### src/rtl/y86_inst_encoder.sv
// Y86-64 instruction encoder: accepts decoded fields and streams the
// encoded bytes, one per cycle, into instruction memory at a write pointer.
module y86_inst_encoder #(
    parameter int MEM_BYTES = 1024
) (
    input  logic        clk,
    input  logic        rst,
    input  logic        in_valid,
    output logic        in_ready,
    input  logic [3:0]  in_icode,
    input  logic [3:0]  in_ifun,
    input  logic [3:0]  in_rA,
    input  logic [3:0]  in_rB,
    input  logic [63:0] in_valC,
    input  logic        base_load,
    input  logic [9:0]  base_addr,
    output logic        wr_en,
    output logic [9:0]  wr_addr,
    output logic [7:0]  wr_data,
    output logic        done,
    output logic [63:0] valP,
    output logic        err_invalid,
    output logic        err_mem
);

    typedef enum logic [1:0] {
        IDLE = 2'd0,
        EMIT = 2'd1,
        ERR  = 2'd2
    } state_t;

    state_t      state_q, state_d;
    logic [10:0] ptr_q, ptr_d;
    logic [10:0] start_q, start_d;
    logic [3:0]  icode_q, icode_d;
    logic [3:0]  ifun_q, ifun_d;
    logic [3:0]  ra_q, ra_d;
    logic [3:0]  rb_q, rb_d;
    logic [63:0] valc_q, valc_d;
    logic [3:0]  cnt_q, cnt_d;
    logic [3:0]  idx_q, idx_d;
    logic        wr_en_q, wr_en_d;
    logic [9:0]  wr_addr_q, wr_addr_d;
    logic [7:0]  wr_data_q, wr_data_d;
    logic        done_q, done_d;
    logic        err_invalid_q, err_invalid_d;
    logic        err_mem_q, err_mem_d;

    logic [3:0]  cnt_in;
    logic [10:0] ptr_eff;
    logic [11:0] end_eff;
    logic        ovf;

    // Encoded length in bytes; zero marks an icode the encoder rejects.
    function automatic logic [3:0] count_of(input logic [3:0] ic);
        case (ic)
            4'h0, 4'h1, 4'h9:       count_of = 4'd1;
            4'h2, 4'h6, 4'hA, 4'hB: count_of = 4'd2;
            4'h7, 4'h8:             count_of = 4'd9;
            4'h3, 4'h4, 4'h5:       count_of = 4'd10;
            default:                count_of = 4'd0;
        endcase
    endfunction

    function automatic logic [7:0] byte_of(
        input logic [3:0]  ic,
        input logic [3:0]  fn,
        input logic [3:0]  ra,
        input logic [3:0]  rb,
        input logic [63:0] vc,
        input logic [3:0]  k
    );
        logic [3:0] a;
        logic [3:0] b;
        logic [2:0] j;
        logic [5:0] sh;
        a  = (ic == 4'h3) ? 4'hF : ra;
        b  = (ic == 4'hA || ic == 4'hB) ? 4'hF : rb;
        // valC goes out big-endian; jXX/call have no register byte
        j  = (count_of(ic) == 4'd9) ? 3'(4'd8 - k) : 3'(4'd9 - k);
        sh = {j, 3'b000};
        if (k == 4'd0) begin
            byte_of = {ic, fn};
        end else if (k == 4'd1 && count_of(ic) != 4'd9) begin
            byte_of = {a, b};
        end else begin
            byte_of = vc[sh +: 8];
        end
    endfunction

    assign cnt_in  = count_of(in_icode);
    assign ptr_eff = base_load ? {1'b0, base_addr} : ptr_q;
    assign end_eff = {1'b0, ptr_eff} + {8'd0, cnt_in};
    assign ovf     = end_eff > 12'(MEM_BYTES);

    always_ff @(posedge clk) begin
        if (rst) begin
            state_q <= IDLE;
        end else begin
            state_q <= state_d;
        end
    end

    always_comb begin
        state_d = state_q;
        case (state_q)
            IDLE: begin
                if (in_valid && cnt_in != 4'd0) begin
                    state_d = ovf ? ERR : EMIT;
                end
            end
            EMIT: begin
                if (idx_q == cnt_q) begin
                    state_d = IDLE;
                end
            end
            ERR:     state_d = ERR;
            default: state_d = IDLE;
        endcase
    end

    always_comb begin
        ptr_d         = ptr_q;
        start_d       = start_q;
        icode_d       = icode_q;
        ifun_d        = ifun_q;
        ra_d          = ra_q;
        rb_d          = rb_q;
        valc_d        = valc_q;
        cnt_d         = cnt_q;
        idx_d         = idx_q;
        wr_en_d       = 1'b0;
        wr_addr_d     = 10'd0;
        wr_data_d     = 8'd0;
        done_d        = 1'b0;
        err_invalid_d = 1'b0;
        err_mem_d     = err_mem_q;
        case (state_q)
            IDLE: begin
                ptr_d = ptr_eff;
                if (in_valid) begin
                    if (cnt_in == 4'd0) begin
                        err_invalid_d = 1'b1;
                    end else if (ovf) begin
                        err_mem_d = 1'b1;
                    end else begin
                        icode_d   = in_icode;
                        ifun_d    = in_ifun;
                        ra_d      = in_rA;
                        rb_d      = in_rB;
                        valc_d    = in_valC;
                        cnt_d     = cnt_in;
                        start_d   = ptr_eff;
                        idx_d     = 4'd1;
                        wr_en_d   = 1'b1;
                        wr_addr_d = ptr_eff[9:0];
                        wr_data_d = {in_icode, in_ifun};
                        if (cnt_in == 4'd1) begin
                            done_d = 1'b1;
                            ptr_d  = ptr_eff + 11'd1;
                        end
                    end
                end
            end
            EMIT: begin
                if (idx_q != cnt_q) begin
                    wr_en_d   = 1'b1;
                    wr_addr_d = start_q[9:0] + {6'd0, idx_q};
                    wr_data_d = byte_of(icode_q, ifun_q, ra_q, rb_q,
                                        valc_q, idx_q);
                    idx_d     = idx_q + 4'd1;
                    if (idx_q == cnt_q - 4'd1) begin
                        done_d = 1'b1;
                        ptr_d  = start_q + {7'd0, cnt_q};
                    end
                end
            end
            default: begin
            end
        endcase
    end

    always_ff @(posedge clk) begin
        if (rst) begin
            ptr_q         <= 11'd0;
            start_q       <= 11'd0;
            icode_q       <= 4'd0;
            ifun_q        <= 4'd0;
            ra_q          <= 4'd0;
            rb_q          <= 4'd0;
            valc_q        <= 64'd0;
            cnt_q         <= 4'd0;
            idx_q         <= 4'd0;
            wr_en_q       <= 1'b0;
            wr_addr_q     <= 10'd0;
            wr_data_q     <= 8'd0;
            done_q        <= 1'b0;
            err_invalid_q <= 1'b0;
            err_mem_q     <= 1'b0;
        end else begin
            ptr_q         <= ptr_d;
            start_q       <= start_d;
            icode_q       <= icode_d;
            ifun_q        <= ifun_d;
            ra_q          <= ra_d;
            rb_q          <= rb_d;
            valc_q        <= valc_d;
            cnt_q         <= cnt_d;
            idx_q         <= idx_d;
            wr_en_q       <= wr_en_d;
            wr_addr_q     <= wr_addr_d;
            wr_data_q     <= wr_data_d;
            done_q        <= done_d;
            err_invalid_q <= err_invalid_d;
            err_mem_q     <= err_mem_d;
        end
    end

    assign in_ready    = (state_q == IDLE);
    assign wr_en       = wr_en_q;
    assign wr_addr     = wr_addr_q;
    assign wr_data     = wr_data_q;
    assign done        = done_q;
    assign valP        = {53'd0, ptr_q};
    assign err_invalid = err_invalid_q;
    assign err_mem     = err_mem_q;

endmodule

### config.mk
export PLATFORM = sky130hd
export DESIGN_NAME = y86_inst_encoder
export DESIGN_NICKNAME = d
export VERILOG_FILES = /design/src/rtl/y86_inst_encoder.sv
export SDC_FILE = /design/constraint.sdc
export NUM_CORES = 1
export LEC_CHECK = 0
export ABC_AREA = 1
export BUFFER_PORTS_ARGS = -buffer_cell sky130_fd_sc_hd__buf_2
export CAP_MARGIN = 10
export CORE_MARGIN = 4
export CORE_UTILIZATION = 55
export CTS_CLUSTER_SIZE = 30
export DETAILED_ROUTE_END_ITERATION = 8
export PLACE_DENSITY = 0.86
export SETUP_SLACK_MARGIN = 0.1
export SYNTH_ARGS = -nofsm -noshare
export SYNTH_HDL_FRONTEND = slang
export SYNTH_SLANG_ARGS = --single-unit
### constraint.sdc
create_clock -name clk -period 3.9 [get_ports clk]
set_input_delay 0.585 -clock clk [delete_from_list [all_inputs] [get_ports clk]]
set_output_delay 0.585 -clock clk [all_outputs]
set_load 0.005 [all_outputs]
==> results.txt, run 1 <==
Once the floorplan was initialized, standard cells occupied 57.14% of the core. The detailed router finished its first iteration with 799 violations. After synthesis, flip-flops and latches occupy 35.42% of the total area. Buffers added to address setup during post-CTS repair amount to 0. Max-slew violation count: 0. Setup violations remaining at the end of the flow were counted as 0. The first TritonRoute pass finished after 9 iterations.

The number of synthesized flops with an enable pin is 0. Synthesis instantiated 44 different standard cells from the library. For this design the top-level I/O count stands at 181. Summed over all layers, the global routing overflow is 0. The number of cells upsized or downsized after cts came out at 0.

The die is 126.2 um tall. The total of buffers placed on input and output ports is 127, and the area of the die is 15930 um^2. The number of synthesized register bits is 136. In this design, the stage delay of the slowest critical-path cell is 0.42 ns. Clock-pin slew was measured on the worst setup and hold paths at 0.06 ns. Yosys instantiated no cell more often than sky130_fd_sc_hd__nand2_1.

The horizontal die dimension works out to 126.2 um. Global routing consumed, over all layers together, 25.79% of the routing resources. The count of final hold-check violations came out at 0. The type of the most critical hold path is in2reg. The number of DRC violations after detailed routing was 0; the combinational power share was 25.9%. The number of hold buffers added after CTS was 0. Summing every instance area after synthesis gives 7687 um^2.

In the post-synthesis netlist, the biggest area contributors are sky130_fd_sc_hd__dfxtp_1, sky130_fd_sc_hd__nand2_1, sky130_fd_sc_hd__a21oi_1, sky130_fd_sc_hd__o21ai_0, sky130_fd_sc_hd__inv_1. The measured slew at the worst slew-check pin is 0.7845 ns. The slowest stage of the critical path belongs to the cell sky130_fd_sc_hd__fa_1. For the clock latency on the worst-skew pair, the log shows 0.42 ns. At the end of the flow, the number of nets in the layout was 1366. Data on the critical path is required at its endpoint by 4.22 ns.

The clock network is responsible for 37.5% of the overall power. The tools report the total leakage power as 4.112 nW. The type of the setup path with the least slack was in2reg. For this design the total switching power over the nets is 1.489 mW. The worst-case IR drop observed on VDD is 0.0003529 V.

The routed design could run at a clock period as short as 3.195 ns. The half-perimeter wire length of the detailed placement result came out at 15080 um. The post-route netlist has 15.88% of its cells at a drive strength greater than 1. The count of nets left with antenna violations once routing finished came out at 0. At the worst endpoint, the arrival time is 3.51 ns. STA classifies the critical path endpoint as a flip-flop.

The most common cell type on the critical path is sky130_fd_sc_hd__nand2_1. In the synthesized netlist, the number of instances is 1147. Clock tree synthesis selected as its root buffer the cell sky130_fd_sc_hd__clkbuf_16.

The final wirelength is 21100 um, and the number of vias per cell after detailed routing is 5.389. The run gives 0 as the number of antenna violations at the first check in global routing. For this run, the top clock speed supported by timing is 313.0 MHz.

Dividing the synthesized area by the synthesized cell count gives 6.702 um^2. The total internal power was 2.964 mW. On the final layout, the worst clock skew is 0.008466 ns. The critical-path maximum fanout is 64. Setup repair after global routing left no endpoint under its margin.

STA classifies the critical path startpoint as an input pin. After detailed routing, the average wire length per cell comes to 14.63 um. The first global-routing pass estimated 33970 um of wire.

The reported max-cap violation count came out at 0. The tools report the via count of the first global-routing pass as 7067. The count of H-tree levels built during CTS was 4; the relative contribution of sequential cells to total power was 36.6%.

The core box area was 13450 um^2; the share of the cycle needed by the critical path after routing was 81.93%. After routing, the total negative slack on setup checks comes to 0 ns. The count of fill cells added during filler insertion was 1173; the area share of the largest cell type after synthesis was 35.42%.

For this design, the sink count on the clock tree is 136. By count the netlist is led by sky130_fd_sc_hd__nand2_1, sky130_fd_sc_hd__a21oi_1, sky130_fd_sc_hd__dfxtp_1. Traced cell by cell, the critical path runs through buf_2, inv_4, or2_2, o21ai_0, inv_1, ha_1, fa_1, or2_2, nor2_1, nand2_1, nor2_1, nand3_1, nand2_4, nand3_4, buf_12, nand2_1, nand2_1, nand3_1, nand2_1, nand2_1, nand2_1. The number of rows created at floorplan is 42. Prior to clock tree synthesis, the placed netlist has a worst setup slack of 0.2553 ns.

Cell accounting for the most synthesized area: sky130_fd_sc_hd__dfxtp_1. In this run, CTS created clock tree buffers numbering 17. The run gives 2 as the maximum clock insertion buffer count. The switching fraction of total power works out to 33.44%. TritonCTS built the clock tree. The run finished with clean final reports. Entering global routing, the biggest net connects 66 pins.

Headroom to the max-slew limit came out at 47.70%. The most used flip-flop cell after synthesis was sky130_fd_sc_hd__dfxtp_1. The async set-or-reset flop fraction in the synthesized netlist is 0%, and the cell area power density is 503.4 nW/um^2. Compared with the post-synthesis result, the final layout area differs by 15.06%. The logs give 7771 for the via total after detailed routing and 0.9546 for the routability congestion estimate. For this run, the number of Yosys warnings is 0.

In the post-route analysis, the smallest setup slack over all paths is 0.7046 ns. Number of antenna diodes: 0.
## through the flow
step | total power, mW | std cells | utilization [%] | hold slack [ns] | instance area (um^2)
floorplan | 2.469 | 1199 | - | 0.4245 | 7883
global placement | 2.748 | 1410 | 61.14 | 0.4346 | 8225
detailed placement | 2.771 | 1410 | 61.14 | 0.4405 | 8225
CTS | 4.441 | 1442 | 65.75 | 0.3984 | 8845
global route | 4.689 | 1442 | 65.75 | 0.4133 | 8845
finish | 4.453 | 1442 | 65.75 | 0.4112 | 8845
## layout by cell type (no fill, tap or decap), types with 5 or more instances in the layout
master	instances
sky130_fd_sc_hd__clkbuf_16	17
sky130_fd_sc_hd__o21ai_1	7
sky130_fd_sc_hd__inv_1	124
sky130_fd_sc_hd__nor2_1	43
sky130_fd_sc_hd__nand3_1	45
sky130_fd_sc_hd__ha_1	16
sky130_fd_sc_hd__buf_2	127
sky130_fd_sc_hd__a21oi_1	166
sky130_fd_sc_hd__xor2_1	6
sky130_fd_sc_hd__nor3_1	9
sky130_fd_sc_hd__o211ai_1	13
sky130_fd_sc_hd__nand4_1	14
sky130_fd_sc_hd__buf_4	13
sky130_fd_sc_hd__or2_2	5
sky130_fd_sc_hd__o21ai_0	96
sky130_fd_sc_hd__o22ai_1	8
sky130_fd_sc_hd__conb_1	53
sky130_fd_sc_hd__nand2_2	5
sky130_fd_sc_hd__nand2_1	303
sky130_fd_sc_hd__dfxtp_1	136
## critical path: cells and delay by family
kind / cells / cell delay [ns]
compound gates: 1 / 0.10
buf+inv: 4 / 0.46
simple gates: 14 / 1.68
fa+ha+maj: 2 / 0.65
## cell families (layout without fill, tap and decap cells)
group	Yosys count	after routing	synth area share, %
AOI/OAI and AO/OA	308	308	21.35
xor gates and xnor gates	8	8	0.9115
adders and majority gates	19	19	3.385
buffers and inverters	237	304	14.84
DFF	136	136	35.42
other	1	53	0.04878
and+or+nand+nor	438	438	24.04
## power by group through the flow
stage,clock (mW),combinational (mW),sequential [mW]
after floorplan,0,0.836,1.63
after global placement,0,1.10,1.65
after detailed placement,0,1.12,1.65
after CTS,1.68,1.13,1.63
after global routing,1.74,1.30,1.64
final,1.67,1.15,1.63
## routing by layer
layer / track usage (%) / up-vias / part of all wire (%) / routed length (um)
met5: 0 / - / 0 / 0
li1: - / 3844 / - / -
met2: 40.41 / 392 / 45 / 9509
met1: 35.78 / 3506 / 43 / 9078
met4: 7.003 / 0 / 1.4 / 293
met3: 6.139 / 29 / 10 / 2214
## cell type report
type                            count  area [um^2]  share of cell area, %
Inverter                          130        490.5                  5.545
Sequential cell                   136         2723                  30.78
Tap cell                          176        220.2                  2.490
Clock inverter                     13        166.4                  1.881
Timing Repair Buffer              142        773.2                  8.742
Clock buffer                       19        452.9                  5.121
Multi-Input combinational cell    826         4019                  45.44
## sequential cells by signal, indices dropped and copies added (netlist names), named ones only
name         count
ra_q             4
state_q          2
err_invalid      1
wr_addr         10
err_mem          1
wr_en            1
ifun_q           4
wr_data          8
done             1
rb_q             4
valc_q          64
idx_q            4
icode_q          4
ptr_q           11
cnt_q            3
start_q         11
## path summary, 6_finish.rpt
kind	from	to	slack (ns)	cells past startpoint
hold / removal	in_valC[32]	valc_q[32]	0.41	3
hold reg to reg	valc_q[52]	valc_q[52]	0.45	2
setup reg to reg	ptr_q[0]	flip-flop	0.81	18
setup / recovery	base_load	flip-flop	0.70	21
(Power assumes the default switching activity.)
==> inputs of run 2 (changes only) <==
==> constraint.sdc (replaced) <==
create_clock -name clk -period 3.16 [get_ports clk]
set_input_delay 0.474 -clock clk [delete_from_list [all_inputs] [get_ports clk]]
set_output_delay 0.474 -clock clk [all_outputs]
set_load 0.005 [all_outputs]
==> results.txt, run 2 (synthesized netlist as in run 1, its figures left out) <==
In this run the clock root is driven by a sky130_fd_sc_hd__clkbuf_16. The detailed-routed wire length on met2 is 9518 um (about the same). For the final instance area, the log shows 9145 um^2 (+3.4%). The type of the most critical hold path was in2reg. The wire length of the first global-routing pass was 34670 um (+2.1%). The tools report the launch point of the worst hold path as in_valC[8].

The final clock skew was 0.008228 ns (-0.0002388 ns); the wire length on met1 was 9359 um (+3.1%). The run gives 0 (unchanged) as the number of antenna violations at the first check in global routing. The number of antenna diodes came out at 0 (unchanged).

The tools report the number of sinks handled by clock tree synthesis as 136 (unchanged). The measured slew at the worst slew-check pin works out to 0.7932 ns (+0.008626 ns). The critical path is of the reg2reg type. The total leakage power was 4.279 nW (+4.1%); the relative area change from synthesis to final layout was 18.96%.

The number of flip-flops under the largest register name came out at 64 (unchanged). The startpoint identified for the worst register-to-register timing path is ptr_q[0]. The final wirelength was 21670 um (+2.7%). The time the worst path needs with I/O delays and setup works out to 2.820 ns. The cell area power density was 594.1 nW/um^2 (+18%); the placed cell count was 1445 (+2.5%). In the layout the commonest cells are sky130_fd_sc_hd__nand2_1, sky130_fd_sc_hd__a21oi_1, sky130_fd_sc_hd__dfxtp_1, sky130_fd_sc_hd__buf_2, sky130_fd_sc_hd__inv_1. TritonCTS built the clock tree. Most common cell type on the critical path: sky130_fd_sc_hd__nand2_1. For the post-route core utilization, the log shows 67.98% (+2.2 points). The wire length per cell was 14.66 um (+0.24%); the residual antenna-violating net count after detailed routing was 0 (unchanged). The total of buffers placed on input and output ports came out at 127 (unchanged). The tools report the number of DRC violations after detailed routing as 0 (unchanged). Highest metal layer with signal wires: met4. For the total global routing track utilization, the log shows 26.68% (+0.88 points). The max-slew violation count is 0 (unchanged). The share of post-route cells with drive strength above 1 came out at 18.51% (+2.6 points).

Setup repair after global routing left no endpoint under its margin. The run gives 7078 (+0.16%) as the via count of the first global-routing pass. The logs give 0 (unchanged) for the overall overflow remaining after global route and 1403 (+2.7%) for the count of nets after finishing.

The run gives 17 (unchanged) as the number of CTS-inserted buffers. The final critical path takes up 89.24% of the cycle. The horizontal die dimension was 126.2 um (unchanged).

The tools report the via total after detailed routing as 7888 (+1.5%). The routability congestion estimate was 0.9397 (-1.6%); the final total negative setup slack was 0 ns (unchanged). The largest stage delay on the critical path is 0.43 ns (about the same).

The maximum operating frequency is 354.6 MHz. Traced cell by cell, the critical path runs through o21ai_4, inv_2, ha_4, fa_1, or2_4, nor2_1, nand2_1, nor2_1, nand3_2, nand2_4, nand3_4, buf_4, nor2_4, nand2_1, nand2_2, inv_1, nand2_1, nand2_1. The logs give 15930 um^2 (unchanged) for the area of the die and 0.0004772 V (+35%) for the maximum ir drop on the vdd rail. The height of the die came out at 126.2 um (unchanged). The clock latency on the worst-skew pair is 0.43 ns (about the same), and the clock slew at the register clock pins of the worst setup and hold paths is 0.06 ns (about the same). The tools report the count of routing violations after the opening detailed-route iteration as 827 (+3.5%). The tools report the worst path required time as 3.48 ns (-0.74 ns). For the core box area, the log shows 13450 um^2 (unchanged). The largest registers in the layout are valc_q: 64 flops, ptr_q: 11 flops, start_q: 11 flops.

The cell depth of the worst hold path is 3 (unchanged), and the number of buffers inserted for hold repair after clock tree synthesis is 0 (unchanged). The run finished with clean final reports. For the instance area after placement, the log shows 8582 um^2 (+4.3%). The worst reg-to-reg setup slack was 0.34 ns (-0.47 ns).

Worst min-delay path endpoint: valc_q[8]. The tools report the total power draw as 5.433 mW (+22%). For the reported max-cap violation count, the log shows 0 (unchanged).

STA classifies the critical path startpoint as a flip-flop. The total of endpoints with negative setup slack in the final report came out at 0 (unchanged). STA classifies the critical path endpoint as a flip-flop. The register with the highest flop count was valc_q. The leading cell type in the layout, fill and taps excluded was sky130_fd_sc_hd__nand2_1. The number of rows created at floorplan came out at 42 (unchanged). The total met3 wirelength after detailed routing came out at 2385 um (+7.7%).

The count of final hold-check violations was 0 (unchanged). The number of top-level pins was 181 (unchanged); the count of H-tree levels built during CTS was 4 (unchanged). The worst slew margin relative to its limit is 47.12% (-0.58 points), and the maximum clock insertion buffer count is 2 (unchanged). The number of cells upsized or downsized after cts is 0 (unchanged).

The endpoint arrival time on the critical path is 3.14 ns (-0.37 ns), and the cell depth of the worst flop-to-flop path is 18 (unchanged). The half-perimeter wire length of the detailed placement result was 16220 um (+7.6%). The critical-path maximum fanout works out to 7 (-89%). For the largest net degree at the start of global routing, the log shows 72 (+9.1%).

For the final cell count without fillers, the log shows 1478 (+2.5%). The total iterations of the first detailed-routing run is 5 (-4). Cell with the largest stage delay on the worst path: sky130_fd_sc_hd__fa_1.

The initial cell density of the core was 57.14% (unchanged); the number of vias per cell after detailed routing was 5.337 (-0.97%).
-- run 2: cell type report --
cell class,count,area (um^2)
repair buffers,179,1101
multi-input cells,826,4060
inverters,130,493.0
fillers,1161,4308
clock inverters,12,105.1
clock buffers,19,442.9
well taps,176,220.2
flip-flops and latches,136,2723
-- run 2: how the worst max path moves through the flow --
stage	endpoint	startpoint	depth (start not counted)	slack, ns
floorplan	flip-flop	base_load	21	0.03
global placement	flip-flop	base_load	21	0.005
detailed placement	flip-flop	base_load	20	-0.03
CTS	flip-flop	ptr_q[0]	18	0.33
global route	flip-flop	ptr_q[0]	18	0.10
finish	flip-flop	ptr_q[0]	18	0.34
-- run 2: power breakdown --
part | internal (mW) | switching [mW]
sequential | 1.90 | 0.105
clock | 1.09 | 0.763
combinational | 0.564 | 1.01
-- run 2: timing repair --
item,CTS,global route
buffers inserted,0,2
setup endpoints to repair,0,1
endpoints found under the hold margin,0,0
-- run 2: metrics by stage --
step                worst slack [ns]  hold slack, ns
global route                  0.1009          0.2958
floorplan                    0.02843          0.4246
finish                        0.3401          0.2965
CTS                           0.3266          0.2823
detailed placement          -0.03043          0.4403
global placement            0.004768          0.4332
-- run 2: worst max-delay path: cells and delay by family, from the launching register on --
kind / cells / cell delay (ns)
flip-flops: 1 / 0.36
adder cells (fa/ha/maj): 2 / 0.59
buffers and inverters: 3 / 0.31
AND/OR/NAND/NOR: 12 / 1.25
AO/OA/AOI/OAI: 1 / 0.18
-- run 2: layer usage --
metal	track usage, %	vias to the layer above
li1	-	3932
met1	36.96	3531
met2	40.22	384
met3	7.663	41
met4	8.517	0
met5	0	-
